--- src/rtl/ysyx_25020037_issue_ctrl_pkg.sv ---
// Shared configuration for the issue controller: FSM encodings, register
// index width and default sizing.
package ysyx_25020037_issue_ctrl_pkg;
   localparam int REG_IDX_W        = 5;
   localparam int CNT_W_DEF        = 2;
   localparam int MAX_INFLIGHT_DEF = 4;

   typedef enum logic [1:0] {
      ISSUE_RUN   = 2'd0,
      ISSUE_DRAIN = 2'd1,
      ISSUE_SOLO  = 2'd2
   } issue_state_e;
endpackage

--- src/rtl/ysyx_25020037_sb_cnt.sv ---
// Pending-write counter for one GPR: up on issue, down on retire, never wraps.
// err flags a retire against a register with no pending write.
module ysyx_25020037_sb_cnt #(
   parameter int CNT_W = 2
) (
   input  logic             clk,
   input  logic             rst,
   input  logic             inc,
   input  logic             dec,
   output logic [CNT_W-1:0] cnt,
   output logic             err
);
   localparam logic [CNT_W-1:0] CNT_MAX = '1;

   logic [CNT_W-1:0] cnt_q, cnt_d;

   always_comb begin
      cnt_d = cnt_q;
      err   = dec & (cnt_q == '0);
      if (inc & ~dec) begin
         if (cnt_q != CNT_MAX) cnt_d = cnt_q + 1'b1;
      end else if (dec & ~inc) begin
         if (cnt_q != '0) cnt_d = cnt_q - 1'b1;
      end
   end

   always_ff @(posedge clk) begin
      if (rst) cnt_q <= '0;
      else     cnt_q <= cnt_d;
   end

   assign cnt = cnt_q;
endmodule

--- src/rtl/ysyx_25020037_issue_ctrl.sv ---
// Decode-to-execute issue controller with a GPR write scoreboard; stalls on
// RAW/WAW hazards and capacity, and runs serializing instructions alone.
module ysyx_25020037_issue_ctrl
   import ysyx_25020037_issue_ctrl_pkg::*;
#(
   parameter int NR_REG       = 16,
   parameter int CNT_W        = CNT_W_DEF,
   parameter int MAX_INFLIGHT = MAX_INFLIGHT_DEF
) (
   input  logic                              clk,
   input  logic                              rst,
   input  logic                              id_valid,
   output logic                              id_ready,
   input  logic [REG_IDX_W-1:0]              id_rs1,
   input  logic [REG_IDX_W-1:0]              id_rs2,
   input  logic [REG_IDX_W-1:0]              id_rd,
   input  logic                              id_use_rs1,
   input  logic                              id_use_rs2,
   input  logic                              id_gpr_we,
   input  logic                              id_serial,
   output logic                              ex_valid,
   input  logic                              ex_ready,
   input  logic                              wb_valid,
   input  logic [REG_IDX_W-1:0]              wb_rd,
   input  logic                              wb_gpr_we,
   output logic [$clog2(MAX_INFLIGHT+1)-1:0] inflight,
   output logic                              busy,
   output logic                              sb_err
);
   localparam int IDX_W = $clog2(NR_REG);
   localparam int IF_W  = $clog2(MAX_INFLIGHT+1);
   localparam logic [CNT_W-1:0] CNT_MAX = '1;

   issue_state_e state_q, state_d;
   logic [IF_W-1:0] inflight_q, inflight_d;
   logic            err_q, err_d;

   logic [IDX_W-1:0] rs1_i, rs2_i, rd_i, wb_rd_i;
   logic [NR_REG-1:0][CNT_W-1:0] cnt_all;
   logic [NR_REG-1:0] err_vec;
   logic hazard, stall, fire;

   assign rs1_i   = id_rs1[IDX_W-1:0];
   assign rs2_i   = id_rs2[IDX_W-1:0];
   assign rd_i    = id_rd[IDX_W-1:0];
   assign wb_rd_i = wb_rd[IDX_W-1:0];

   generate
      if (IDX_W < REG_IDX_W) begin : g_hi
         logic unused_hi;
         assign unused_hi = ^{id_rs1[REG_IDX_W-1:IDX_W], id_rs2[REG_IDX_W-1:IDX_W],
                              id_rd[REG_IDX_W-1:IDX_W], wb_rd[REG_IDX_W-1:IDX_W]};
      end
   endgenerate

   // x0 has no counter: it reads as zero pending writes forever.
   assign cnt_all[0] = '0;
   assign err_vec[0] = 1'b0;

   generate
      for (genvar i = 1; i < NR_REG; i++) begin : g_cnt
         logic inc, dec;
         assign inc = fire & id_gpr_we & (rd_i == IDX_W'(i));
         assign dec = wb_valid & wb_gpr_we & (wb_rd_i == IDX_W'(i));
         ysyx_25020037_sb_cnt #(.CNT_W(CNT_W)) u_cnt (
            .clk (clk),
            .rst (rst),
            .inc (inc),
            .dec (dec),
            .cnt (cnt_all[i]),
            .err (err_vec[i])
         );
      end
   endgenerate

   always_comb begin
      hazard = (id_use_rs1 & (rs1_i != '0) & (cnt_all[rs1_i] != '0))
             | (id_use_rs2 & (rs2_i != '0) & (cnt_all[rs2_i] != '0))
             | (id_gpr_we  & (rd_i  != '0) & (cnt_all[rd_i] == CNT_MAX));
      stall  = hazard
             | (inflight_q == IF_W'(MAX_INFLIGHT))
             | (state_q != ISSUE_RUN)
             | (id_serial & (inflight_q != '0));
      fire   = id_valid & ex_ready & ~stall;
   end

   always_comb begin
      inflight_d = inflight_q;
      if (fire & ~wb_valid)
         inflight_d = inflight_q + 1'b1;
      else if (~fire & wb_valid & (inflight_q != '0))
         inflight_d = inflight_q - 1'b1;

      err_d = err_q | (wb_valid & (inflight_q == '0)) | (|err_vec);

      state_d = state_q;
      case (state_q)
         ISSUE_RUN: begin
            if (fire & id_serial)
               state_d = ISSUE_SOLO;
            else if (id_valid & id_serial & (inflight_q != '0))
               state_d = ISSUE_DRAIN;
         end
         // Leave DRAIN first; the serial op re-arbitrates from RUN next cycle.
         ISSUE_DRAIN: if (inflight_q == '0) state_d = ISSUE_RUN;
         ISSUE_SOLO:  if (wb_valid) state_d = ISSUE_RUN;
         default:     state_d = ISSUE_RUN;
      endcase
   end

   always_ff @(posedge clk) begin
      if (rst) begin
         state_q    <= ISSUE_RUN;
         inflight_q <= '0;
         err_q      <= 1'b0;
      end else begin
         state_q    <= state_d;
         inflight_q <= inflight_d;
         err_q      <= err_d;
      end
   end

   assign ex_valid = id_valid & ~stall;
   assign id_ready = ex_ready & ~stall;
   assign inflight = inflight_q;
   assign busy     = (state_q != ISSUE_RUN) | (inflight_q != '0);
   assign sb_err   = err_q;
endmodule

--- config.mk ---
export PLATFORM = sky130hd
export DESIGN_NAME = ysyx_25020037_issue_ctrl
export DESIGN_NICKNAME = d
export VERILOG_FILES = /design/src/rtl/ysyx_25020037_issue_ctrl_pkg.sv /design/src/rtl/ysyx_25020037_sb_cnt.sv /design/src/rtl/ysyx_25020037_issue_ctrl.sv
export SDC_FILE = /design/constraint.sdc
export NUM_CORES = 1
export LEC_CHECK = 0
export BUFFER_PORTS_ARGS = -buffer_cell sky130_fd_sc_hd__buf_2
export CORE_ASPECT_RATIO = 0.75
export CORE_MARGIN = 5
export CORE_UTILIZATION = 40
export CTS_CLUSTER_SIZE = 10
export DETAILED_ROUTE_END_ITERATION = 10
export SETUP_SLACK_MARGIN = 0.1
export SLEW_MARGIN = 20
export SYNTH_ARGS = -nofsm -noshare
export SYNTH_HDL_FRONTEND = slang
export SYNTH_HIERARCHICAL = 1
export SYNTH_SLANG_ARGS = --single-unit
--- constraint.sdc ---
create_clock -name clk -period 3 [get_ports clk]
set_clock_uncertainty 0.05 [all_clocks]
set_input_delay 0.45 -clock clk [delete_from_list [all_inputs] [get_ports clk]]
set_output_delay 0.45 -clock clk [all_outputs]
set_load 0.01 [all_outputs]
==> summary.txt, run 1 <==
Min path
  • Hold Crit Class: register to register
  • Hold Path Origin: state_q[0]

Timing
  • Worst-Margin Slew: 752 ps
  • Hold Violations, Final: 0
  • Fin crit period: 2910 ps
  • Maximum clock frequency: 0.343 GHz
  • Final Cycle Share: 0.971
  • Final setup vio count: 0
  • Min Hold Slack: 408 ps
  • Final slew viol count: 0
  • Rel. slew slack: 0.494
  • RSZ-0062 raised after global routing: yes

Clock network
  • Max H-tree Level: 2
  • CTS Buf Count: 5
  • CTS root buffer: clkbuf_8
  • Deepest clock path buffer count: 2
  • CTS tree: done
  • Clock-pin transition on the worst setup and hold timing paths: 70 ps
  • Clk_lat worst skew: 290 ps
  • Number of hold buffers added after cts: 0
  • Clk sinks: 36

Yosys
  • Average size of a mapped cell: 8.73 sq um
  • Synthesis Warnings: 6
  • Synthesized cell area: 0.00317 sq mm
  • Synth cell types: 46
  • Seq/Total Area, Yosys: 0.227
  • Syn Nets: 394
  • Post-synthesis register bit count: 36
  • Post-Synthesis Cells: 363

Critical path
  • CP bufs+invs: 3
  • Delay-heaviest family, CP: simple AND/OR/NAND/NOR gates
  • Slowest-stage cell, CP: or3_4
  • Crit Path Max Fanout: 9
  • Max stage delay on crit path: 430 ps
  • Crit Path Category: primary input to register
  • Setup crit start: id_rd[1]
  • Worst EP arrival: 3060 ps
  • Reg2reg start: g_cnt[15].u_cnt/cnt[0]
  • Crit path capture type: register
  • Req. time, crit path: 3150 ps
  • Cell breakdown of the critical path: clkbuf_4 -> buf_6 -> nor2b_2 -> a211oi_1 -> a221oi_2 -> o21ai_2 -> nand4_2 -> or3_4 -> nor4_2 -> buf_4 -> nand2b_1 -> or3_1 -> o311ai_2
  • Crit path launch type: primary input

Power and ir drop
  • Pwr Density: 346 mW/mm^2
  • Leak: 1.44 nW
  • Maximum VDD drop: 0.256 mV

GRT
  • Total gr overflow: 0
  • Overall routing resource usage: 0.193
  • First-pass GRT wire length: 15,100 um
  • Vias in the first global route: 3,051
  • Largest net degree at the start of global routing: 37
  • Initial antenna violation count: 0

Routing
  • Routed wire per std cell: 16.4 um
  • Final WL: 9170 um
  • Drt first pass iters: 4
  • Vias per cell: 5.61
  • Drt initial violations: 184
  • Total number of vias: 3,140
  • DRC viols: 0
  • DRT antenna net count: 0

Finish
  • Fill cells: 711
  • Register area: 728 sq um
  • Area occupied by multi-input gates: 0.00250 sq mm
  • P&R area growth vs syn: 32.4%
  • Ant diodes: 0
  • Share of cells above drive strength 1: 0.437
  • Final core occ: 0.537
  • Nets: 485

Die
  • Num rows: 28
  • Effective utilization at floorplan: 0.406
  • Chip height: 87.1 um
  • Core Box Area: 0.00781 sq mm
  • Die X: 113 um
  • IO Pins: 37
  • DIE AREA: 0.00982 sq mm

Job
  • Max-cap violations: 0

Placed design
  • Post-DP HPWL: 7340 um
  • GPL Wtd Cong: 0.859
  • Number of port buffers: 32

Status
  • Status: finished clean
==> layout by cell type (no fill, tap or decap), types with 2 or more instances in the layout <==
master / Yosys / final
nor3_2: 7 / 2
dfxtp_2: 0 / 6
or3_4: 0 / 3
nand2_1: 26 / 26
inv_1: 24 / 24
mux4_2: 10 / 10
a21bo_2: 15 / 15
nor4_2: 2 / 4
buf_2: 3 / 30
a21oi_1: 22 / 21
a211oi_1: 2 / 2
dfxtp_1: 36 / 30
nand2b_4: 0 / 2
buf_4: 0 / 55
nand2b_1: 37 / 35
nor3_4: 0 / 8
o21a_1: 2 / 2
mux2i_1: 4 / 2
o21ai_0: 3 / 2
nor4_4: 0 / 2
mux2_2: 16 / 16
nand4b_1: 16 / 16
mux2i_2: 0 / 2
nor3b_1: 17 / 17
nor4_1: 11 / 7
nor2_2: 0 / 4
nor3_1: 11 / 8
or3_1: 17 / 14
nor2_1: 34 / 30
mux2_4: 3 / 3
clkbuf_1: 2 / 2
nand3b_1: 2 / 2
buf_6: 3 / 6
o311ai_2: 15 / 16
clkbuf_8: 0 / 6
nand4_1: 2 / 2
==> final cells by class <==
class / count / area share
multi-input combinational: 294 / 0.595
sequential: 36 / 0.174
timing repair buffer: 93 / 0.157
tap: 105 / 0.0313
clock buffer: 8 / 0.0215
inverter: 24 / 0.0215
==> cells in the mapped netlist (all sizes together) <==
library cell	number	area share
or4	1	0.0024
a32oi	1	0.0028
a311o	1	0.0032
nand3	1	0.0016
nand2b	37	0.073
mux4	10	0.071
o32ai	1	0.0028
o2111ai	1	0.0028
nor3b	17	0.040
a221oi	2	0.0055
nor2b	2	0.0039
nand4	3	0.0079
nand2	26	0.031
nor3	18	0.039
nand4b	16	0.044
buf	7	0.017
fa	1	0.0063
inv	24	0.028
a2111o	1	0.0036
o21ai	4	0.0063
clkbuf	2	0.0024
o21a	2	0.0047
a21oi	22	0.035
a211o	1	0.0028
mux2i	4	0.013
nand3b	2	0.0047
nor2	34	0.040
a311oi	1	0.0028
o311ai	16	0.080
a211oi	2	0.0047
a21o	1	0.0024
nor4	13	0.030
dfxtp	36	0.23
mux2	19	0.071
o211a	1	0.0032
o31a	1	0.0028
or3	17	0.034
a21bo	15	0.047
==> final timing paths <==
check | cells after the start | slack [ps] | endpoint
worst max-delay path | 13 | 90 | g_cnt[12].u_cnt/cnt[0]
worst min-delay path | 1 | 410 | state_q[1]
worst max register to register | 11 | 90 | g_cnt[12].u_cnt/cnt[0]
worst min register to register | 1 | 410 | state_q[1]
==> flip-flops by register name, indices dropped and copies added, names as in the netlist <==
register	cells
inflight	3
state_q	2
sb_err	1
g_cnt.u_cnt/cnt	30
==> layer usage <==
metal  vias to the layer above  GRT usage  routed length, um  part of all wire
li1                       1556          -                  -                 -
met1                      1520      0.264               4380              0.48
met2                        52      0.313               4190              0.46
met3                        12     0.0361                452             0.049
met4                         0     0.0546                148             0.016
met5                         -          0                  0                 0
==> where the power goes <==
part | leakage [nW] | internal, mW | switching (mW)
clock network | 0.0455 | 0.187 | 0.176
logic | 1.10 | 0.262 | 0.291
registers | 0.294 | 0.503 | 0.0312
==> kinds of logic after synthesis <==
| group | count (synthesis) | synth area share |
|---|---|---|
| simple gates | 187 | 0.352 |
| compound gates | 73 | 0.212 |
| flops | 36 | 0.227 |
| buf+inv | 33 | 0.0474 |
| mux | 33 | 0.155 |
| fa+ha+maj | 1 | 0.00632 |
==> through the flow <==
stage          cell area (sq um)  std cells  total power, mW  setup TNS (ps)  setup slack [ps]
4_1_cts                     4030        560             1.43               0              98.4
5_1_grt                     4190        560             1.54           -77.5             -24.4
6_report                    4190        560             1.45               0              88.1
3_5_place_dp                3870        551             1.04           -9270              -419
3_3_place_gp                3870        551             1.03           -8480              -452
2_1_floorplan               3180        363            0.813           -3.18             -3.18
==> timing repair <==
item,CTS,global route
endpoints found under the hold margin,0,0
resized for setup,18,31
setup endpoints to repair,31,32
pin swaps,3,3
buffers inserted,1,0
(Power assumes the default switching activity.)
==> run 2: changes to the inputs <==
==> constraint.sdc (replaced) <==
create_clock -name clk -period 2.8 [get_ports clk]
set_clock_uncertainty 0.05 [all_clocks]
set_input_delay 0.42 -clock clk [delete_from_list [all_inputs] [get_ports clk]]
set_output_delay 0.42 -clock clk [all_outputs]
set_load 0.01 [all_outputs]
==> run 2 against run 1 <==
  * Worst hold slack lost 6.3 ps
  * Setup slack lost 130 ps
  * Wire length grew 6.4%
  * Critical path type is now register to register
  * Sequential power grew 6.2%
  * Highest routed layer unchanged
  * Utilization grew 1.4 points
  * Register-to-register slack lost 130 ps
  * The run now ends with setup timing left
  * Non-clock buffer count grew 13
  * Sequential share of layout area shrank 0.31 points
  * Via count grew 3.3%
  * Critical path depth shrank 2
  * Global-route usage grew 1.0 points
==> summary.txt, run 2 (same netlist as run 1, synthesis figures left out) <==
Clock network
  • Max H-tree Level: 2 (unchanged)
  • Clock-pin transition on the worst setup and hold timing paths: 80 ps (was 70 ps)
  • Clk sinks: 36 (unchanged)
  • Clk_lat worst skew: 300 ps (was 290 ps)
  • CTS root buffer: clkbuf_8 (unchanged)
  • CTS tree: done (unchanged)
  • CTS Buf Count: 5 (unchanged)
  • Deepest clock path buffer count: 2 (unchanged)

Timing
  • Final Cycle Share: 1.02
  • Worst-Margin Slew: 638 ps (was 752 ps)
  • Post-route setup slack: -44.3 ps (was 88.1 ps)
  • Fin crit period: 2840 ps
  • Rel. slew slack: 0.570 (was 0.494)
  • Final setup vio count: 3 (was 0)
  • Final slew viol count: 0 (unchanged)
  • Hold Violations, Final: 0 (unchanged)
  • Maximum clock frequency: 0.352 GHz
  • RSZ-0062 raised after global routing: yes (unchanged)

Die
  • Core Box Area: 0.00781 sq mm (unchanged)
  • Num rows: 28 (unchanged)
  • Chip height: 87.1 um (unchanged)
  • Die X: 113 um (unchanged)
  • Effective utilization at floorplan: 0.406 (unchanged)
  • IO Pins: 37 (unchanged)
  • DIE AREA: 0.00982 sq mm (unchanged)

Placed design
  • Post-DP HPWL: 7630 um (was 7340 um)
  • Number of port buffers: 32 (unchanged)
  • Area post-placement: 0.00393 sq mm (was 0.00387 sq mm)
  • GPL Wtd Cong: 0.928 (was 0.859)
  • Pre-CTS setup slack: -505 ps (was -419 ps)
  • DP Cell Count: 553 (was 551)

Power and ir drop
  • Switching power: 0.572 mW (was 0.498 mW)
  • Sequential share of power: 0.339 (was 0.368)
  • Maximum VDD drop: 0.215 mV (was 0.256 mV)
  • Int Power: 1.10 mW (was 0.953 mW)
  • Switching part of the total power: 0.342 (was 0.343)
  • Pwr Density: 388 mW/mm^2 (was 346 mW/mm^2)
  • Clock Power Share: 0.284 (was 0.250)
  • Combinational share of power: 0.376 (was 0.382)
  • Leak: 1.52 nW (was 1.44 nW)

Finish
  • Final std cells w/o fill: 573 (was 560)
  • Most common cell after layout, fill and taps aside: buf_4 (unchanged)
  • Share of cells above drive strength 1: 0.455 (was 0.437)
  • Final non-filler cell area: 0.00431 sq mm (was 0.00419 sq mm)
  • Max FFs per register: 30 (unchanged)
  • Most frequent cells in the layout: buf_4, nand2b_1, buf_2, nor2_1, nand2_1 (was buf_4, nand2b_1, nor2_1, dfxtp_1, buf_2)
  • Ant diodes: 0 (unchanged)
  • P&R area growth vs syn: 35.9% (was 32.4%)
  • Nets: 498 (was 485)

Routing
  • Drt first pass iters: 4 (unchanged)
  • DRC viols: 0 (unchanged)
  • Total number of vias: 3,244 (was 3,140)
  • DRT antenna net count: 0 (unchanged)
  • Final WL: 9760 um (was 9170 um)
  • Drt initial violations: 172 (was 184)
  • Routed wire per std cell: 17.0 um (was 16.4 um)
  • Vias per cell: 5.66 (was 5.61)

Critical path
  • FF-to-FF setup slack: -40 ps (was 90 ps)
  • Req. time, crit path: 2950 ps (was 3150 ps)
  • Crit Path Max Fanout: 5 (was 9)
  • Reg2reg start: g_cnt[12].u_cnt/cnt[1] (was g_cnt[15].u_cnt/cnt[0])
  • Reg-to-reg endpoint: inflight[2] (was g_cnt[12].u_cnt/cnt[0])
  • Worst EP arrival: 2990 ps (was 3060 ps)
  • Crit Path Category: register to register (was primary input to register)
  • Crit path capture type: register (unchanged)
  • R2r worst-path depth: 11 (unchanged)
  • Crit path launch type: register (was primary input)

Min path
  • WHS Endpoint: state_q[1] (unchanged)
  • Hold Crit Class: register to register (unchanged)
  • Hold Path Depth: 1 (unchanged)
  • Hold Path Origin: state_q[0] (unchanged)

Status
  • Failing checks: setup timing
  • Status: finished with violations (was finished clean)

GRT
  • Overall routing resource usage: 0.203 (was 0.193)
  • First-pass GRT wire length: 15,800 um (was 15,100 um)
  • Vias in the first global route: 3,208 (was 3,051)
  • Total gr overflow: 0 (unchanged)
  • Largest net degree at the start of global routing: 37 (unchanged)
  • Initial antenna violation count: 0 (unchanged)

Job
  • Max-cap violations: 0 (unchanged)
## run 2: power by group through the flow
stage          clock [mW]  combinational (mW)  sequential [mW]
2_1_floorplan           0               0.294            0.587
5_1_grt             0.509               0.684            0.571
4_1_cts             0.485               0.618            0.566
6_report            0.475               0.629            0.567
3_3_place_gp            0               0.556            0.577
3_5_place_dp            0               0.560            0.577
## run 2: worst max path at each step
stage | end | start | cells past startpoint
3_3_place_gp | inflight[2] | id_rd[0] | 12
2_1_floorplan | inflight[2] | id_rd[0] | 12
6_report | inflight[2] | g_cnt[12].u_cnt/cnt[1] | 11
3_5_place_dp | g_cnt[3].u_cnt/cnt[0] | id_rd[0] | 11
5_1_grt | g_cnt[8].u_cnt/cnt[0] | g_cnt[9].u_cnt/cnt[0] | 11
4_1_cts | inflight[2] | g_cnt[15].u_cnt/cnt[0] | 11
## run 2: routing by layer
metal / GRT usage / vias to the layer above / share of wire
li1: - / 1576 / -
met1: 0.266 / 1564 / 0.46
met2: 0.340 / 86 / 0.48
met3: 0.0375 / 18 / 0.042
met4: 0.0666 / 0 / 0.019
met5: 0 / - / 0
## run 2: final cells by class
class                           count  area, sq um
Fill cell                         719         3510
Clock buffer                        5         68.8
Tap cell                          105          131
Inverter                           24         90.1
Timing Repair Buffer              106          749
Sequential cell                    36          734
Multi-Input combinational cell    294         2490
Clock inverter                      3         42.5
## run 2: critical path, stage by stage, from the launching register on
cell and delay [ps]:
dfxtp_1 400, nor2_1 90, mux4_2 470, mux2i_1 150, nand3_1 120, nand4_2 140, or3_4 160, fa_2 200
inv_1 30, or4_1 500, o31a_1 130, mux2_4 290
## run 2: repair_timing
item | CTS | global route
buffers inserted | 9 | 3
setup endpoints to repair | 31 | 34
resized for setup | 34 | 10
hold buffers | 0 | 0
pin swaps | 12 | 2
endpoints found under the hold margin | 0 | 0
gates cloned | 0 | 0
## run 2: stage by stage
step | setup TNS (ps) | total power [mW] | hold WS (ps) | utilization
5_1_grt | -2730 | 1.76 | 446 | 0.551
3_3_place_gp | -9830 | 1.13 | 387 | 0.502
4_1_cts | -122 | 1.67 | 404 | 0.545
3_5_place_dp | -11850 | 1.14 | 391 | 0.502
2_1_floorplan | -511 | 0.881 | 377 | -
6_report | -48.5 | 1.67 | 402 | 0.551
